## config.mk

```make
export PLATFORM = sky130hd
export DESIGN_NAME = psram_bus_bridge
export DESIGN_NICKNAME = d
export VERILOG_FILES = /design/src/rtl/psram_bridge_pkg.sv /design/src/rtl/psram_rdbuf.sv /design/src/rtl/psram_bus_bridge.sv
export SDC_FILE = /design/constraint.sdc
export NUM_CORES = 1
export LEC_CHECK = 0
export ABC_AREA = 1
export CORE_MARGIN = 1.5
export CORE_UTILIZATION = 36
export CTS_CLUSTER_SIZE = 25
export DETAILED_ROUTE_END_ITERATION = 10
export PLACE_DENSITY_LB_ADDON = 0.05
export REMOVE_ABC_BUFFERS = 1
export SLEW_MARGIN = 15
export SYNTH_ARGS = -nofsm -noshare
export SYNTH_HDL_FRONTEND = slang
export SYNTH_HIERARCHICAL = 1
export SYNTH_SLANG_ARGS = --single-unit
```

## constraint.sdc

```tcl
create_clock -name clk_i -period 1.8 [get_ports clk_i]
set_input_delay 0.36 -clock clk_i [delete_from_list [all_inputs] [get_ports clk_i]]
set_output_delay 0.36 -clock clk_i [all_outputs]
set_load 0.03 [all_outputs]
```

## src/rtl/psram_bridge_pkg.sv

```systemverilog
// psram_bridge_pkg: shared types and helpers for psram_bus_bridge.
//   state_e          bridge FSM states
//   XFER_RD/XFER_WR  encoding of xfer_rdwr_o
//   word_addr_bits   number of word-address bits above the byte lane bits
package psram_bridge_pkg;

  typedef enum logic [1:0] {
    IDLE  = 2'd0,
    ISSUE = 2'd1,
    RESP  = 2'd2
  } state_e;

  localparam logic XFER_RD = 1'b1;
  localparam logic XFER_WR = 1'b0;

  function automatic int unsigned word_addr_bits(input int unsigned size,
                                                 input int unsigned dw);
    return $clog2(size) - $clog2(dw / 8);
  endfunction

endpackage

```

## src/rtl/psram_rdbuf.sv

```systemverilog
// psram_rdbuf: one-entry read buffer (tag = aligned word address, data, valid).
// Only compiled when PSRAM_BRIDGE_RDBUF_EN is defined.
// Ports:
//   clk_i, rst_n_i   clock, synchronous active-low reset (clears valid)
//   lookup_addr_i    aligned address of the incoming user read
//   hit_o/hit_data_o buffer holds lookup_addr_i / its data
//   fill_i           store fill_addr_i/fill_data_i (read miss completed)
//   inval_all_i      drop the entry (config transfer)
//   inval_wr_i       drop the entry if it matches inval_addr_i (user write)
`ifdef PSRAM_BRIDGE_RDBUF_EN
module psram_rdbuf #(
  parameter int unsigned AW = 26,
  parameter int unsigned DW = 32
) (
  input  logic          clk_i,
  input  logic          rst_n_i,
  input  logic [AW-1:0] lookup_addr_i,
  output logic          hit_o,
  output logic [DW-1:0] hit_data_o,
  input  logic          fill_i,
  input  logic [AW-1:0] fill_addr_i,
  input  logic [DW-1:0] fill_data_i,
  input  logic          inval_all_i,
  input  logic          inval_wr_i,
  input  logic [AW-1:0] inval_addr_i
);

  logic          valid_q, valid_d;
  logic [AW-1:0] tag_q, tag_d;
  logic [DW-1:0] data_q, data_d;

  assign hit_o      = valid_q && (tag_q == lookup_addr_i);
  assign hit_data_o = data_q;

  always_comb begin
    valid_d = valid_q;
    tag_d   = tag_q;
    data_d  = data_q;
    if (inval_all_i || (inval_wr_i && (tag_q == inval_addr_i))) begin
      valid_d = 1'b0;
    end else if (fill_i) begin
      valid_d = 1'b1;
      tag_d   = fill_addr_i;
      data_d  = fill_data_i;
    end
  end

  always_ff @(posedge clk_i) begin
    if (!rst_n_i) begin
      valid_q <= 1'b0;
      tag_q   <= '0;
      data_q  <= '0;
    end else begin
      valid_q <= valid_d;
      tag_q   <= tag_d;
      data_q  <= data_d;
    end
  end

endmodule
`endif

```

## src/rtl/psram_bus_bridge.sv

```systemverilog
// psram_bus_bridge: turns AXI user read/write requests and APB config requests
// into single psram_core transfers, one outstanding at a time.
// Ports:
//   clk_i, rst_n_i            clock, synchronous active-low reset
//   usr_*                     user request in, accept/complete pulses and read data out
//   cfg_req_i/cfg_rdwr_i      one-cycle config request; cfg_busy_o/cfg_done_o/cfg_sel_o status
//   xfer_*/bus_*              psram_core transfer handshake, address, data, mask
// Optional: PSRAM_BRIDGE_RDBUF_EN adds a one-entry read buffer (psram_rdbuf).
module psram_bus_bridge
  import psram_bridge_pkg::*;
#(
  parameter int unsigned USR_ADDR_SIZE = 64 * 1024 * 1024,
  parameter int unsigned DATA_WIDTH    = 32
) (
  input  logic                                clk_i,
  input  logic                                rst_n_i,
  input  logic                                usr_en_i,
  input  logic                                usr_wen_i,
  input  logic [31:0]                         usr_addr_i,
  input  logic [DATA_WIDTH/8-1:0]             usr_bm_i,
  input  logic [DATA_WIDTH-1:0]               usr_dat_i,
  output logic [DATA_WIDTH-1:0]               usr_dat_o,
  output logic                                usr_awready_o,
  output logic                                usr_wready_o,
  output logic                                usr_arready_o,
  output logic                                usr_bvalid_o,
  output logic                                usr_rvalid_o,
  input  logic                                cfg_req_i,
  input  logic                                cfg_rdwr_i,
  output logic                                cfg_busy_o,
  output logic                                cfg_done_o,
  output logic                                cfg_sel_o,
  output logic                                xfer_valid_o,
  output logic                                xfer_rdwr_o,
  input  logic                                xfer_ready_i,
  output logic [$clog2(USR_ADDR_SIZE)-1:0]    bus_addr_o,
  output logic [DATA_WIDTH-1:0]               bus_wr_data_o,
  output logic [DATA_WIDTH/8-1:0]             bus_wr_mask_o,
  input  logic [DATA_WIDTH-1:0]               bus_rd_data_i
);

  localparam int unsigned BA  = $clog2(USR_ADDR_SIZE);
  localparam int unsigned BW  = DATA_WIDTH / 8;
  localparam int unsigned LSB = BA - word_addr_bits(USR_ADDR_SIZE, DATA_WIDTH);
  localparam logic [BA-1:0] ALIGN_MASK = {BA{1'b1}} << LSB;

  state_e                state_q, state_d;
  logic                  pend_q, pend_d, pend_rd_q, pend_rd_d;
  logic                  sel_q, sel_d, rdwr_q, rdwr_d, nop_q, nop_d;
  logic [BA-1:0]         addr_q, addr_d;
  logic [DATA_WIDTH-1:0] wdat_q, wdat_d, rdat_q, rdat_d;
  logic [BW-1:0]         bm_q, bm_d;
  logic                  awr_q, awr_d, arr_q, arr_d;
  logic                  bval_q, bval_d, rval_q, rval_d, done_q, done_d;

  logic [BA-1:0]         usr_word_addr;
  logic                  cfg_take, cfg_go;
  logic                  rb_hit;
  logic [DATA_WIDTH-1:0] rb_data;
  logic                  unused_addr_hi;

  // Upper address bits beyond the device size alias (modulo wrap).
  assign usr_word_addr  = usr_addr_i[BA-1:0] & ALIGN_MASK;
  assign unused_addr_hi = ^usr_addr_i[31:BA];

  assign cfg_busy_o = pend_q | ((state_q != IDLE) & sel_q);
  // A request arriving while one is pending or in flight is dropped.
  assign cfg_take   = cfg_req_i & ~cfg_busy_o;
  // Same-cycle cfg_req_i already beats a simultaneous user request.
  assign cfg_go     = pend_q | cfg_take;

`ifdef PSRAM_BRIDGE_RDBUF_EN
  psram_rdbuf #(
    .AW (BA),
    .DW (DATA_WIDTH)
  ) u_rdbuf (
    .clk_i         (clk_i),
    .rst_n_i       (rst_n_i),
    .lookup_addr_i (usr_word_addr),
    .hit_o         (rb_hit),
    .hit_data_o    (rb_data),
    .fill_i        ((state_q == ISSUE) & xfer_ready_i & ~sel_q & (rdwr_q == XFER_RD)),
    .fill_addr_i   (addr_q),
    .fill_data_i   (bus_rd_data_i),
    .inval_all_i   ((state_q == IDLE) & cfg_go),
    .inval_wr_i    ((state_q == IDLE) & ~cfg_go & usr_en_i & usr_wen_i),
    .inval_addr_i  (usr_word_addr)
  );
`else
  assign rb_hit  = 1'b0;
  assign rb_data = '0;
`endif

  always_comb begin
    state_d   = state_q;
    pend_d    = pend_q;
    pend_rd_d = pend_rd_q;
    sel_d     = sel_q;
    rdwr_d    = rdwr_q;
    addr_d    = addr_q;
    wdat_d    = wdat_q;
    bm_d      = bm_q;
    rdat_d    = rdat_q;
    nop_d     = 1'b0;
    awr_d     = 1'b0;
    arr_d     = 1'b0;
    bval_d    = 1'b0;
    rval_d    = 1'b0;
    done_d    = 1'b0;
    if (cfg_take) begin
      pend_d    = 1'b1;
      pend_rd_d = cfg_rdwr_i;
    end
    unique case (state_q)
      IDLE: begin
        if (cfg_go) begin
          state_d = ISSUE;
          pend_d  = 1'b0;
          sel_d   = 1'b1;
          rdwr_d  = pend_q ? pend_rd_q : cfg_rdwr_i;
          addr_d  = '0;
          wdat_d  = '0;
          bm_d    = '1;
        end else if (usr_en_i) begin
          sel_d  = 1'b0;
          rdwr_d = usr_wen_i ? XFER_WR : XFER_RD;
          addr_d = usr_word_addr;
          wdat_d = usr_dat_i;
          bm_d   = usr_bm_i;
          if (usr_wen_i) begin
            awr_d = 1'b1;
            // Empty-mask write: no core access, but one spare RESP cycle
            // keeps bvalid at the same distance as the fastest real write.
            if (usr_bm_i == '0) begin
              state_d = RESP;
              nop_d   = 1'b1;
            end else begin
              state_d = ISSUE;
            end
          end else begin
            arr_d = 1'b1;
            if (rb_hit) begin
              state_d = RESP;
              rval_d  = 1'b1;
              rdat_d  = rb_data;
            end else begin
              state_d = ISSUE;
            end
          end
        end
      end
      ISSUE: begin
        if (xfer_ready_i) begin
          state_d = RESP;
          if (sel_q) begin
            done_d = 1'b1;
          end else if (rdwr_q == XFER_RD) begin
            rval_d = 1'b1;
            rdat_d = bus_rd_data_i;
          end else begin
            bval_d = 1'b1;
          end
        end
      end
      RESP: begin
        if (nop_q) begin
          bval_d = 1'b1;
        end else begin
          state_d = IDLE;
          sel_d   = 1'b0;
        end
      end
      default: state_d = IDLE;
    endcase
  end

  always_ff @(posedge clk_i) begin
    if (!rst_n_i) begin
      state_q   <= IDLE;
      pend_q    <= 1'b0;
      pend_rd_q <= 1'b0;
      sel_q     <= 1'b0;
      rdwr_q    <= 1'b0;
      nop_q     <= 1'b0;
      addr_q    <= '0;
      wdat_q    <= '0;
      bm_q      <= '0;
      rdat_q    <= '0;
      awr_q     <= 1'b0;
      arr_q     <= 1'b0;
      bval_q    <= 1'b0;
      rval_q    <= 1'b0;
      done_q    <= 1'b0;
    end else begin
      state_q   <= state_d;
      pend_q    <= pend_d;
      pend_rd_q <= pend_rd_d;
      sel_q     <= sel_d;
      rdwr_q    <= rdwr_d;
      nop_q     <= nop_d;
      addr_q    <= addr_d;
      wdat_q    <= wdat_d;
      bm_q      <= bm_d;
      rdat_q    <= rdat_d;
      awr_q     <= awr_d;
      arr_q     <= arr_d;
      bval_q    <= bval_d;
      rval_q    <= rval_d;
      done_q    <= done_d;
    end
  end

  assign usr_dat_o     = rdat_q;
  assign usr_awready_o = awr_q;
  assign usr_wready_o  = awr_q;
  assign usr_arready_o = arr_q;
  assign usr_bvalid_o  = bval_q;
  assign usr_rvalid_o  = rval_q;
  assign cfg_done_o    = done_q;
  assign cfg_sel_o     = sel_q;
  assign xfer_valid_o  = (state_q == ISSUE);
  assign xfer_rdwr_o   = rdwr_q;
  assign bus_addr_o    = addr_q;
  assign bus_wr_data_o = wdat_q;
  assign bus_wr_mask_o = bm_q;

endmodule
```

=== Word level (Yosys, flattened, before mapping) ===
Cells that the tools add are included.

* Output and inout port bits: 104
* Input port bits: 107
* Word-level logic and storage cells: 78
* Bits in registers: 106

* Bitwise gates (word level): 12
* Muxes and demuxes: 33
* Eq/ne operators: 5
* Reduce and logical (&&, ||, !) cells: 13

{| class="wikitable"
|+ Operator list
! cell !! count
|-
| 32-bit 2-to-1 mux || 2
|-
| 26-bit 2-to-1 mux || 2
|-
| 1-bit 2-to-1 mux || 18
|-
| 2-bit 2-to-1 mux || 6
|-
| 3-bit AND reduction || 3
|-
| 4-bit 2-to-1 mux || 2
|-
| 1-bit inverter || 8
|-
| 4-bit OR reduction || 2
|-
| 2-bit one-hot mux with 3 select lines || 1
|-
| 2-bit nonzero test || 3
|-
| 5-bit OR reduction || 1
|-
| 4-bit logical NOT || 1
|-
| 1-bit one-hot mux with 2 select lines || 2
|-
| 4-bit AND reduction || 1
|-
| 3-bit inequality test (second input constant) || 1
|-
| 1-bit AND || 2
|-
| 2-bit by 1-bit equality test with 1-bit output (second input constant) || 1
|-
| 2-bit equality test (second input constant) || 1
|-
| 2-bit logical NOT || 1
|-
| 2-bit by 1-bit inequality test with 1-bit output (second input constant) || 1
|-
| 2-bit inequality test (second input constant) || 1
|-
| 1-bit bitwise OR || 2
|-
| 2-bit AND reduction || 1
|}

=== Depth between registers and ports, before layout ===
* Depth in word-level cells: 8
* Gate-level depth with buffers: 12
* Mapped depth without buffers: 10

=== Worst setup path after synthesis ===
OpenSTA, ideal clock, no wires.

* Path kind: register -> register
* Start point: register state_q[0]
* End point: register addr_q[21], in the netlist bus_addr_o[21]
* Cell stages (with the launch flop): 13
* Slack: 0.092 ns
* Buffers on the path: 3
* Library setup time: 0.067 ns
* Data required time: 1.733 ns
* Clock period less this slack: 1.708 ns
* Arrival time: 1.642 ns
* Cell sequence: dfxtp_1 inv_1 ha_1 buf_6 clkinv_2 nand2_4 a21oi_4 nand2_2 nand2_2 buf_6 buf_8 nand3_1 o21ai_2

* Longest elaborated chain between the ends: 8
* Elaborated cells on any way between the ends: 10
* Classes of those cells: mux (1); bitwise (5); reduce/logical (4)

{| class="wikitable"
|+ RTL lines
! what !! RTL line !! RTL
|-
| start, declared || psram_bus_bridge.sv:47 || <nowiki>state_e state_q, state_d;</nowiki>
|-
| start signal, assigned || psram_bus_bridge.sv:195 || <nowiki>state_q <= state_d;</nowiki>
|-
| 2-bit nonzero test || psram_bus_bridge.sv:66 || <nowiki>assign cfg_busy_o = pend_q | ((state_q != IDLE) & sel_q);</nowiki>
|-
| 1-bit AND || psram_bus_bridge.sv:66 ||
|-
| 1-bit bitwise OR || psram_bus_bridge.sv:66 ||
|-
| 1-bit inverter || psram_bus_bridge.sv:68 || <nowiki>assign cfg_take = cfg_req_i & ~cfg_busy_o;</nowiki>
|-
| 1-bit AND || psram_bus_bridge.sv:68 ||
|-
| 1-bit bitwise OR || psram_bus_bridge.sv:70 || <nowiki>assign cfg_go = pend_q | cfg_take;</nowiki>
|-
| 2-bit nonzero test (no line) || n/a ||
|-
| 2-bit AND reduction (no line) || n/a ||
|-
| end signal, assigned || psram_bus_bridge.sv:201 || <nowiki>addr_q <= addr_d;</nowiki>
|-
| end, declared || psram_bus_bridge.sv:50 || <nowiki>logic [BA-1:0] addr_q, addr_d;</nowiki>
|}

Parallel ways exist; a longest one is shown, timed or not.
A chain may end at the register's enable or synchronous reset.

=== Final worst setup path ===
* Start point: register bm_q[0], in the netlist bus_wr_mask_o[0]
* End point: output bus_wr_mask_o[0]

{| class="wikitable"
|+ RTL lines
! what !! RTL line !! RTL
|-
| start, declared || psram_bus_bridge.sv:52 || <nowiki>logic [BW-1:0] bm_q, bm_d;</nowiki>
|-
| start signal, assigned || psram_bus_bridge.sv:203 || <nowiki>bm_q <= bm_d;</nowiki>
|-
| end, declared || psram_bus_bridge.sv:38 || <nowiki>output logic [DATA_WIDTH/8-1:0] bus_wr_mask_o,</nowiki>
|}

No word-level cell between the ends.

==> impl_metrics.xml <==
<?xml version="1.0" encoding="UTF-8"?>
<metrics>
  <group name="layout">
    <metric name="final_layout_fill_cell_count" unit="">1009</metric>
    <metric name="number_of_nets_in_the_finished_design" unit="">794</metric>
    <metric name="layout_commonest_cell" unit="">sky130_fd_sc_hd__clkdlybuf4s50_1</metric>
    <metric name="fin_area" unit="um2">6528</metric>
    <metric name="multi_input_comb_area" unit="um2">1499</metric>
    <metric name="layoutNonFillerInstCount" unit="">828</metric>
    <metric name="post_route_cells_drive_above_1_share" unit="">0.1235</metric>
    <metric name="final_cell_mix" unit="">sky130_fd_sc_hd__clkdlybuf4s50_1 (149), sky130_fd_sc_hd__dfxtp_1 (103), sky130_fd_sc_hd__nor2_1 (83), sky130_fd_sc_hd__inv_1 (70), sky130_fd_sc_hd__o21ai_0 (59)</metric>
    <metric name="regArea" unit="um2">2083</metric>
    <metric name="n_antenna_cell" unit="">0</metric>
    <metric name="flow.area_growth_from_synthesis" unit="%">61.77</metric>
    <metric name="final_core_util" unit="">0.5995</metric>
  </group>
  <group name="detailed_routing">
    <metric name="ant_nets" unit="">0</metric>
    <metric name="route.detailed.vias_per_inst" unit="">4.556</metric>
    <metric name="detailedRoute.firstPassIterationCount" unit="">4</metric>
    <metric name="first_iter_violations" unit="">158</metric>
    <metric name="wirelength" unit="mm">10.99</metric>
    <metric name="route.vias.total" unit="">3772</metric>
    <metric name="detail_route.drc_violations" unit="">0</metric>
    <metric name="wl_per_cell" unit="um">13.28</metric>
  </group>
  <group name="critical_path">
    <metric name="critPathSlowestCell" unit="">sky130_fd_sc_hd__clkdlybuf4s50_1</metric>
    <metric name="worstPathCellList" unit="">clkdlybuf4s50_1</metric>
    <metric name="critical_path_required" unit="ns">1.44</metric>
    <metric name="path_delay_family" unit="">buffers and inverters</metric>
    <metric name="critPathMaxStageDelay" unit="ns">0.70</metric>
    <metric name="critical_path_buf_inv_count" unit="">1</metric>
    <metric name="reg2reg_depth" unit="">9</metric>
    <metric name="path_type_of_the_worst_setup_path" unit="">flip-flop to output pin</metric>
    <metric name="worstPathMaxFanout" unit="">2</metric>
    <metric name="regToRegStartpoint" unit="">state_q[1]</metric>
    <metric name="endpoint_kind" unit="">output pin</metric>
    <metric name="worstSetupStartpointType" unit="">flip-flop</metric>
    <metric name="cp.arrival" unit="ns">1.39</metric>
    <metric name="reg2reg_setup_slack" unit="ns">0.12</metric>
    <metric name="worst_r2r_endpoint" unit="">bus_wr_data_o[31]</metric>
  </group>
  <group name="global_route">
    <metric name="gr-total-overflow" unit="">0</metric>
    <metric name="first_pass_grt_wire_length" unit="mm">17.02</metric>
    <metric name="use_met3" unit="">0.08488</metric>
    <metric name="first_global_vias" unit="">3506</metric>
    <metric name="globalRouteMet2Util" unit="">0.2996</metric>
    <metric name="grt_use_total" unit="">0.1835</metric>
    <metric name="initial_antenna_violation_count" unit="">0</metric>
    <metric name="global_route.usage.met1" unit="">0.2095</metric>
    <metric name="gr-max-usage-layer" unit="">met2</metric>
    <metric name="maximum_number_of_pins_on_one_net_before_global_route_repair" unit="">49</metric>
  </group>
  <group name="yosys">
    <metric name="ys_warn_count" unit="">6</metric>
    <metric name="synth_sequential_area_ratio" unit="">0.5160</metric>
    <metric name="synth_cells" unit="">484</metric>
    <metric name="syn_area" unit="um2">4035</metric>
    <metric name="synth_seq_cells" unit="">104</metric>
    <metric name="synthesis.area_per_instance" unit="um2">8.337</metric>
    <metric name="synth.distinct_cells" unit="">29</metric>
  </group>
  <group name="sta">
    <metric name="timing.final.setup_violations" unit="">0</metric>
    <metric name="final_max_slew_viol_count" unit="">0</metric>
    <metric name="setup_tns" unit="ns">0</metric>
    <metric name="hold_slack" unit="ns">0.3674</metric>
    <metric name="fmax" unit="MHz">571.1</metric>
    <metric name="worst_clock_skew" unit="ns">0.009577</metric>
    <metric name="finalHoldViolations" unit="">0</metric>
    <metric name="layout_min_cycle_time" unit="ns">1.751</metric>
    <metric name="final_min_period_over_clock_period" unit="">0.9728</metric>
  </group>
  <group name="die">
    <metric name="ios" unit="">211</metric>
    <metric name="floorplan.die_area" unit="um2">11850</metric>
    <metric name="chipHeight" unit="um">108.9</metric>
    <metric name="initial_utilization" unit="">0.3706</metric>
    <metric name="die_x" unit="um">108.9</metric>
    <metric name="core-area" unit="um2">10890</metric>
    <metric name="fp-row-count" unit="">38</metric>
  </group>
  <group name="pwr">
    <metric name="peakVddDrop" unit="mV">0.4925</metric>
    <metric name="cellLeakagePower" unit="nW">3.353</metric>
    <metric name="pwr_density_cell" unit="nW/um2">910.6</metric>
  </group>
  <group name="placed_design">
    <metric name="globalplace.congestion" unit="">0.7625</metric>
    <metric name="post_dp_cell_area" unit="um2">6240</metric>
    <metric name="dp.cells" unit="">812</metric>
    <metric name="dp.final_hpwl" unit="mm">7.979</metric>
    <metric name="numPortBuffers" unit="">200</metric>
  </group>
  <group name="run_status">
    <metric name="run_status" unit="">finished, final reports clean</metric>
  </group>
  <group name="worst_hold_path">
    <metric name="path_category_of_the_worst_min_delay_check" unit="">primary input to flip-flop</metric>
    <metric name="hold_path_startpoint" unit="">rst_n_i</metric>
    <metric name="hold_path_depth" unit="">3</metric>
    <metric name="whs_endpoint" unit="">xfer_rdwr_o</metric>
  </group>
  <group name="clock_tree">
    <metric name="tritoncts" unit="">built</metric>
    <metric name="clock_transition_at_the_register_clock_pins_on_the_worst_setup_and_hold_paths_after_cts" unit="ns">0.10</metric>
    <metric name="h-tree-depth" unit="">3</metric>
    <metric name="cts-root-buf" unit="">sky130_fd_sc_hd__clkbuf_8</metric>
    <metric name="count_of_hold_fix_buffers_inserted_at_cts" unit="">0</metric>
    <metric name="cts_sinks" unit="">104</metric>
    <metric name="worstSkewPairLatency" unit="ns">0.36</metric>
    <metric name="numCtsBuffers" unit="">9</metric>
    <metric name="cts_buffer_depth" unit="">2</metric>
  </group>
  <group name="flow_run">
    <metric name="cap_viol_max_count" unit="">0</metric>
  </group>
</metrics>
[per-layer routing]
layer  part of all wire  vias to the layer above
li1                   -                     1930
met1               0.40                     1673
met2               0.47                      153
met3               0.12                       16
met4              0.016                        0
met5                  0                        -
[report_power, final]
| part | total (mW) | internal, mW | switching, mW |
|---|---|---|---|
| combinational | 2.00 | 0.877 | 1.13 |
| clock | 1.31 | 0.540 | 0.771 |
| sequential | 2.63 | 2.51 | 0.122 |
[final cells by class]
type                            instances  share of cell area
Clock inverter                          4            0.004600
Multi-Input combinational cell        277              0.2296
Clock buffer                           11             0.02166
Tap cell                              140             0.02684
Timing Repair Buffer                  220              0.3565
Inverter                               72             0.04159
Sequential cell                       104              0.3191
[synth_stat cells (all sizes together)]
cell type / n / share of area
a21oi: 6 / 0.010
nand4: 1 / 0.0053
nand2: 18 / 0.020
nor3: 3 / 0.0050
inv: 71 / 0.066
clkinv: 1 / 0.0012
or2: 1 / 0.0016
o21ai: 94 / 0.13
nor2: 83 / 0.077
nand3: 64 / 0.10
clkbuf: 10 / 0.0093
dfxtp: 104 / 0.52
ha: 3 / 0.0093
conb: 1 / 0.00093
o31ai: 1 / 0.0019
o21a: 1 / 0.0019
buf: 22 / 0.041
[repair_timing]
item | 4_1_cts | 5_1_grt
setup buffers | 0 | 1
pin swaps | 0 | 2
setup endpoints to repair | 8 | 64
resized for setup | 9 | 54
[worst max path at each step]
stage                      from                to  slack (ns)  cells past startpoint
6_report       bus_wr_mask_o[0]  bus_wr_mask_o[0]        0.05                      1
5_1_grt           usr_dat_o[21]     usr_dat_o[21]      -0.009                      1
4_1_cts           bus_addr_o[9]     bus_addr_o[9]       0.003                      1
3_5_place_dp          cfg_req_i  bus_wr_data_o[4]       -0.03                      6
3_3_place_gp       xfer_ready_i     usr_dat_o[10]        0.05                      9
2_1_floorplan        state_q[1]      usr_dat_o[0]       -0.49                      8
[flip-flops by register name, summed over array words and instances, names as in the netlist]
name	cells
bus_wr_data_o	32
usr_dat_o	32
bus_addr_o	24
bus_wr_mask_o	4
state_q	2
cfg_done_o	1
cfg_sel_o	1
nop_q	1
pend_q	1
pend_rd_q	1
usr_arready_o	1
usr_awready_o	1
usr_bvalid_o	1
usr_rvalid_o	1
xfer_rdwr_o	1
[stage by stage]
stage	power, mW	setup WS, ns
final	5.944	0.04895
after floorplan	3.652	-0.4932
after global routing	6.279	-0.009157
after global placement	4.688	0.05150
after detailed placement	4.711	-0.02631
after CTS	6.022	0.003234
[cells by family (layout without fill, tap and decap cells)]
kind of cell	count (synthesis)	count (layout)	share of synthesized area
simple gates	170	170	0.2093
flops	104	104	0.5160
buf+inv	104	307	0.1172
compound gates	102	102	0.1473
fa+ha+maj	3	3	0.009303
other cells	1	2	0.0009293
No activity file was read; power rests on OpenSTA's default activity.
==> edit 1, RTL diff (config.mk and constraints unchanged) <==
The parameter `DATA_WIDTH` goes from 32 to 24.
--- a/src/rtl/psram_bus_bridge.sv
+++ b/src/rtl/psram_bus_bridge.sv
@@ -12,3 +12,3 @@
   parameter int unsigned USR_ADDR_SIZE = 64 * 1024 * 1024,
-  parameter int unsigned DATA_WIDTH    = 32
+  parameter int unsigned DATA_WIDTH    = 24
 ) (
Ports: changed (6 resized); port bits go from 211 to 177. The function was not compared with the original's and may differ.
==> edit 1 against the original RTL <==
Clock power is 5% higher. Sequential cell count shrank 17. Critical endpoint is now bus_addr_o[21]. Wire length shrank 19%. Total power shrank 10%. Clock skew is 0.0012 ns higher. Sequential share of layout area down 0.15 points. Final area fell by 16%. Synthesized area shrank 15%. Setup slack gained 0.0013 ns. Critical path type unchanged.
==> edit 1: results (changes against the original RTL) <==
- Met3 Track Usage GR: 0.0804 (-0.00443)
- Slowest cell delay on critical path: 0.68 ns (-0.02 ns)
- Reg2reg path depth: 11 (+2)
- Hold worst-path end: usr_awready_o$_SDFF_PP0_
- Delay-heaviest family, CP: buffers and inverters
- GRT overflow: 0 (unchanged)
- Sequential share of the synthesized area: 0.507 (-0.00850)
- Maximum vdd drop: 0.431 mV (-12%)
- Fillers: 863 (-14%)
- GR Util All Layers: 0.178 (-0.00594)
- R2R Setup Slk: 0.15 ns (+0.03 ns)
- Gpl congestion: 0.765 (+0.30%)
- Vias in the first global route: 3007 (-14%)
- # port buffers: 166 (-17%)
- Final wirelength: 8850 um (-19%)
- Worst skew pair latency: 0.35 ns
- Clk_skew: 0.0108 ns (+0.00122 ns)
- Placed cell count: 698 (-14%)
- CTS root buf: clkbuf_8
- Met2 wire len: 4020 um (-22%)
- Post-route non-filler standard cell count: 716 (-14%)
- GR Util met1: 0.210 (about the same)
- Drt pass-1 iters: 4 (unchanged)
- Ranking of synthesized cells by area: dfxtp_1, nor2_1, inv_1, nand3_1, o21ai_0
- Metal3 WL: 925 um (-28%)
- Pre-CTS WS: -0.00400 ns (+0.0223 ns)
- Outcome: complete, no violations
- Share of layout cells above drive strength 1: 0.126 (+0.00252)
- Reg2reg end: bus_wr_data_o[11]$_SDFFE_PN0P_
- Setup repair bufs after CTS: 0 (unchanged)
- Async set-or-reset flop fraction in the synthesized netlist: 0 (unchanged)
- Static Leak: 2.45 nW (-27%)
- Largest net degree at the start of global routing: 32 (-35%)
- Placed cell area: 5240 sq um (-16%)
- M2 GR Usage: 0.284 (-0.0153)
- Hold WS: 0.403 ns (+0.0359 ns)
- Met1 Routed Length: 3800 um (-13%)
- Global-route wire length before repair: 14200 um (-16%)
- Initial drt markers: 107 (-32%)
- Synth top cells by count: dfxtp_1, nor2_1, inv_1, nand3_1
- Nets: 675 (-15%)
- Vias per cell: 4.44 (-2.5%)
- Detailed placement HPWL: 6590 um (-17%)
- Sw frac: 0.333 (-0.00656)
- Yosys cell types: 27 (-6.9%)
- Post-cts repair resize count: 3 (-6)
- Mapped Cells: 411 (-15%)
[edit 1: worst max path at each step]
| stage | startpoint | endpoint | slack, ns |
|---|---|---|---|
| global placement | cfg_req_i | bus_addr_o[25]$_SDFFE_PN0P_ | 0.04 |
| CTS | bus_wr_data_o[17]$_SDFFE_PN0P_ | bus_wr_data_o[17] | 0.01 |
| global route | state_q[1]$_SDFFE_PN0P_ | cfg_busy_o | -0.008 |
| floorplan | state_q[0]$_SDFFE_PN0P_ | bus_addr_o[25]$_SDFFE_PN0P_ | -0.30 |
| detailed placement | cfg_req_i | bus_addr_o[17]$_SDFFE_PN0P_ | -0.004 |
| finish | bus_addr_o[21]$_SDFFE_PN0P_ | bus_addr_o[21] | 0.05 |
[edit 1: power groups by stage]
stage | clock network [mW] | registers (mW) | logic (mW)
2_1_floorplan | 0 | 2.56 | 0.567
3_3_place_gp | 0 | 2.24 | 1.74
3_5_place_dp | 0 | 2.25 | 1.76
4_1_cts | 1.42 | 2.21 | 1.76
5_1_grt | 1.49 | 2.23 | 1.89
6_report | 1.37 | 2.21 | 1.75
[edit 1: cell families (layout without fill, tap and decap cells)]
family	Yosys count	in the layout	synth area share
AND/OR/NAND/NOR	145	145	0.208
buffers and inverters	90	265	0.126
flip-flops	87	87	0.507
AO/OA/AOI/OAI	85	85	0.147
adder cells (fa/ha/maj)	3	3	0.0109
other	1	2	0.00109
[edit 1: area by class of cell]
type / instances / area, sq um / share of cell area
clock buffers: 11 / 141 / 0.0258
multi-input cells: 235 / 1260 / 0.231
inverters: 63 / 238 / 0.0433
repair buffers: 186 / 1880 / 0.343
flip-flops and latches: 87 / 1740 / 0.318
well taps: 129 / 161 / 0.0294
clock inverters: 5 / 57.6 / 0.0105
==> edit 2, RTL diff (same flow settings) <==
Without the edit above. Add an input register stage for `cfg_req_i` and `cfg_rdwr_i`; this delays them by one clock. The other inputs are not delayed to match. Comments in the files are not updated.
--- a/src/rtl/psram_bus_bridge.sv
+++ b/src/rtl/psram_bus_bridge.sv
@@ -46,2 +46,10 @@
 
+  logic cfg_req_q;
+  logic cfg_rdwr_q;
+
+  always_ff @(posedge clk_i) begin
+    cfg_req_q  <= cfg_req_i;
+    cfg_rdwr_q <= cfg_rdwr_i;
+  end
+
   state_e                state_q, state_d;
@@ -67,3 +75,3 @@
   // A request arriving while one is pending or in flight is dropped.
-  assign cfg_take   = cfg_req_i & ~cfg_busy_o;
+  assign cfg_take   = cfg_req_q & ~cfg_busy_o;
   // Same-cycle cfg_req_i already beats a simultaneous user request.
@@ -111,3 +119,3 @@
       pend_d    = 1'b1;
-      pend_rd_d = cfg_rdwr_i;
+      pend_rd_d = cfg_rdwr_q;
     end
@@ -119,3 +127,3 @@
           sel_d   = 1'b1;
-          rdwr_d  = pend_q ? pend_rd_q : cfg_rdwr_i;
+          rdwr_d  = pend_q ? pend_rd_q : cfg_rdwr_q;
           addr_d  = '0;
Check against the original RTL: not equivalent (a bounded check fails within 4 cycles, from zero or initial values and one cycle with rst_n_i low).
==> edit 2 against the original RTL <==
Total power is 11% higher. Synthesized area is 0.99% higher. Setup slack better by 0.016 ns. Clock power is 50% higher. Final area is 0.33% higher. Via count is 0.93% lower. Critical path depth stayed put. Sequential cell count is 2 higher. Wire length is 0.20% lower. First-iteration DRC count is 0.63% lower. Die area is 0.97% higher. Clock skew is 0.0017 ns lower. Highest routed layer unchanged.
==> edit 2: results (changes against the original RTL) <==
- Outcome: complete, no violations
- Initial drt markers: 157 (-0.63%)
- Setup WS post-layout: 0.0646 ns (+0.0156 ns)
- Share of layout cells above drive strength 1: 0.106 (-0.0171)
- Per-cell routed wire length: 13.3 um (about the same)
- Adder-cell share of the synthesized area: 0.00921 (-0.0000914)
- Reg2reg end: bus_wr_data_o[17]$_SDFFE_PN0P_
- Placed cell area: 6220 sq um (-0.36%)
- GR Util All Layers: 0.180 (-0.00338)
- Vias per cell: 4.52 (-0.69%)
- Met2 wire len: 5100 um (-0.74%)
- Hold worst-path end: bus_addr_o[7]$_SDFFE_PN0P_
- Pre-CTS WS: 0.0586 ns (+0.0849 ns)
- Detailed placement HPWL: 7820 um (-2.0%)
- Register area: 2120 sq um (+1.9%)
- M2 GR Usage: 0.293 (-0.00674)
- Ys flop type: dfxtp_1
- GR Util met1: 0.207 (-0.00298)
- CLK BUF: 14 (+3)
- Fillers: 1019 (+0.99%)
- Static Leak: 2.72 nW (-19%)
- Worst skew pair latency: 0.34 ns (-0.02 ns)
- Clock transition at path regs: 0.07 ns (-0.03 ns)
- Ranking of synthesized cells by area: dfxtp_1, o21ai_0, nor2_1, inv_1, nand3_1
- Vias in the first global route: 3494 (-0.34%)
- Die area: 12000 sq um (+0.97%)
- Reg-to-reg critical path startpoint: state_q[0]$_SDFFE_PN0P_
- Maximum vdd drop: 0.554 mV (+12%)
- Met1 Routed Length: 4550 um (+3.7%)
- Synth Area in XOR/XNOR: 0 (unchanged)
- CTS root buf: clkbuf_16
- Multi-input logic area: 1480 sq um (-1.0%)
- Crit path to: bus_wr_data_o[28]
- Hold WS: 0.407 ns (+0.0396 ns)
- Sequential share of the synthesized area: 0.521 (+0.00476)
- Non-CTS buffers: 215 (-2.3%)
- Crit path from: bus_wr_data_o[28]$_SDFFE_PN0P_
- Clk_skew: 0.00785 ns (-0.00173 ns)
- Metal3 WL: 1210 um (-6.3%)
- Synth top cells by count: dfxtp_1, nor2_1, inv_1, o21ai_0, nand3_1
- Internal: 4.54 mW (+16%)
- Met3 Track Usage GR: 0.0812 (-0.00367)
- Global-route wire length before repair: 16700 um (-1.6%)
- Compound-gate portion of the synthesized area: 0.146 (-0.00145)
- Buffer share of cell area: 0.335 (-0.0210)
- Clk cell area share: 0.0457 (+0.0194)
- Gpl congestion: 0.786 (+3.1%)
- Reg2reg path depth: 10 (+1)
- Nets: 791 (-0.38%)
- FF+latch count, synth: 106 (+1.9%)
- Post-cts repair resize count: 2 (-7)
-- edit 2: per-stage QoR --
step                      power (mW)  cells  utilization
after detailed placement        4.64    809        0.569
final                           6.58    826        0.599
after CTS                       6.62    825        0.596
after global routing            6.93    826        0.599
after global placement          4.62    809        0.569
after floorplan                 3.70    455            -
-- edit 2: kinds of logic after synthesis --
kind of cell / after synthesis
AOI/OAI and AO/OA: 102
adders and majority gates: 3
buffers and inverters: 104
DFF: 106
other: 1
and+or+nand+nor: 170
-- edit 2: power by group through the flow --
| stage | Clock (mW) | Sequential, mW | Combinational, mW |
|---|---|---|---|
| 6_report | 1.96 | 2.68 | 1.95 |
| 5_1_grt | 2.13 | 2.70 | 2.10 |
| 4_1_cts | 2.03 | 2.68 | 1.91 |
| 3_5_place_dp | 0 | 2.73 | 1.91 |
| 3_3_place_gp | 0 | 2.72 | 1.90 |
| 2_1_floorplan | 0 | 3.09 | 0.608 |
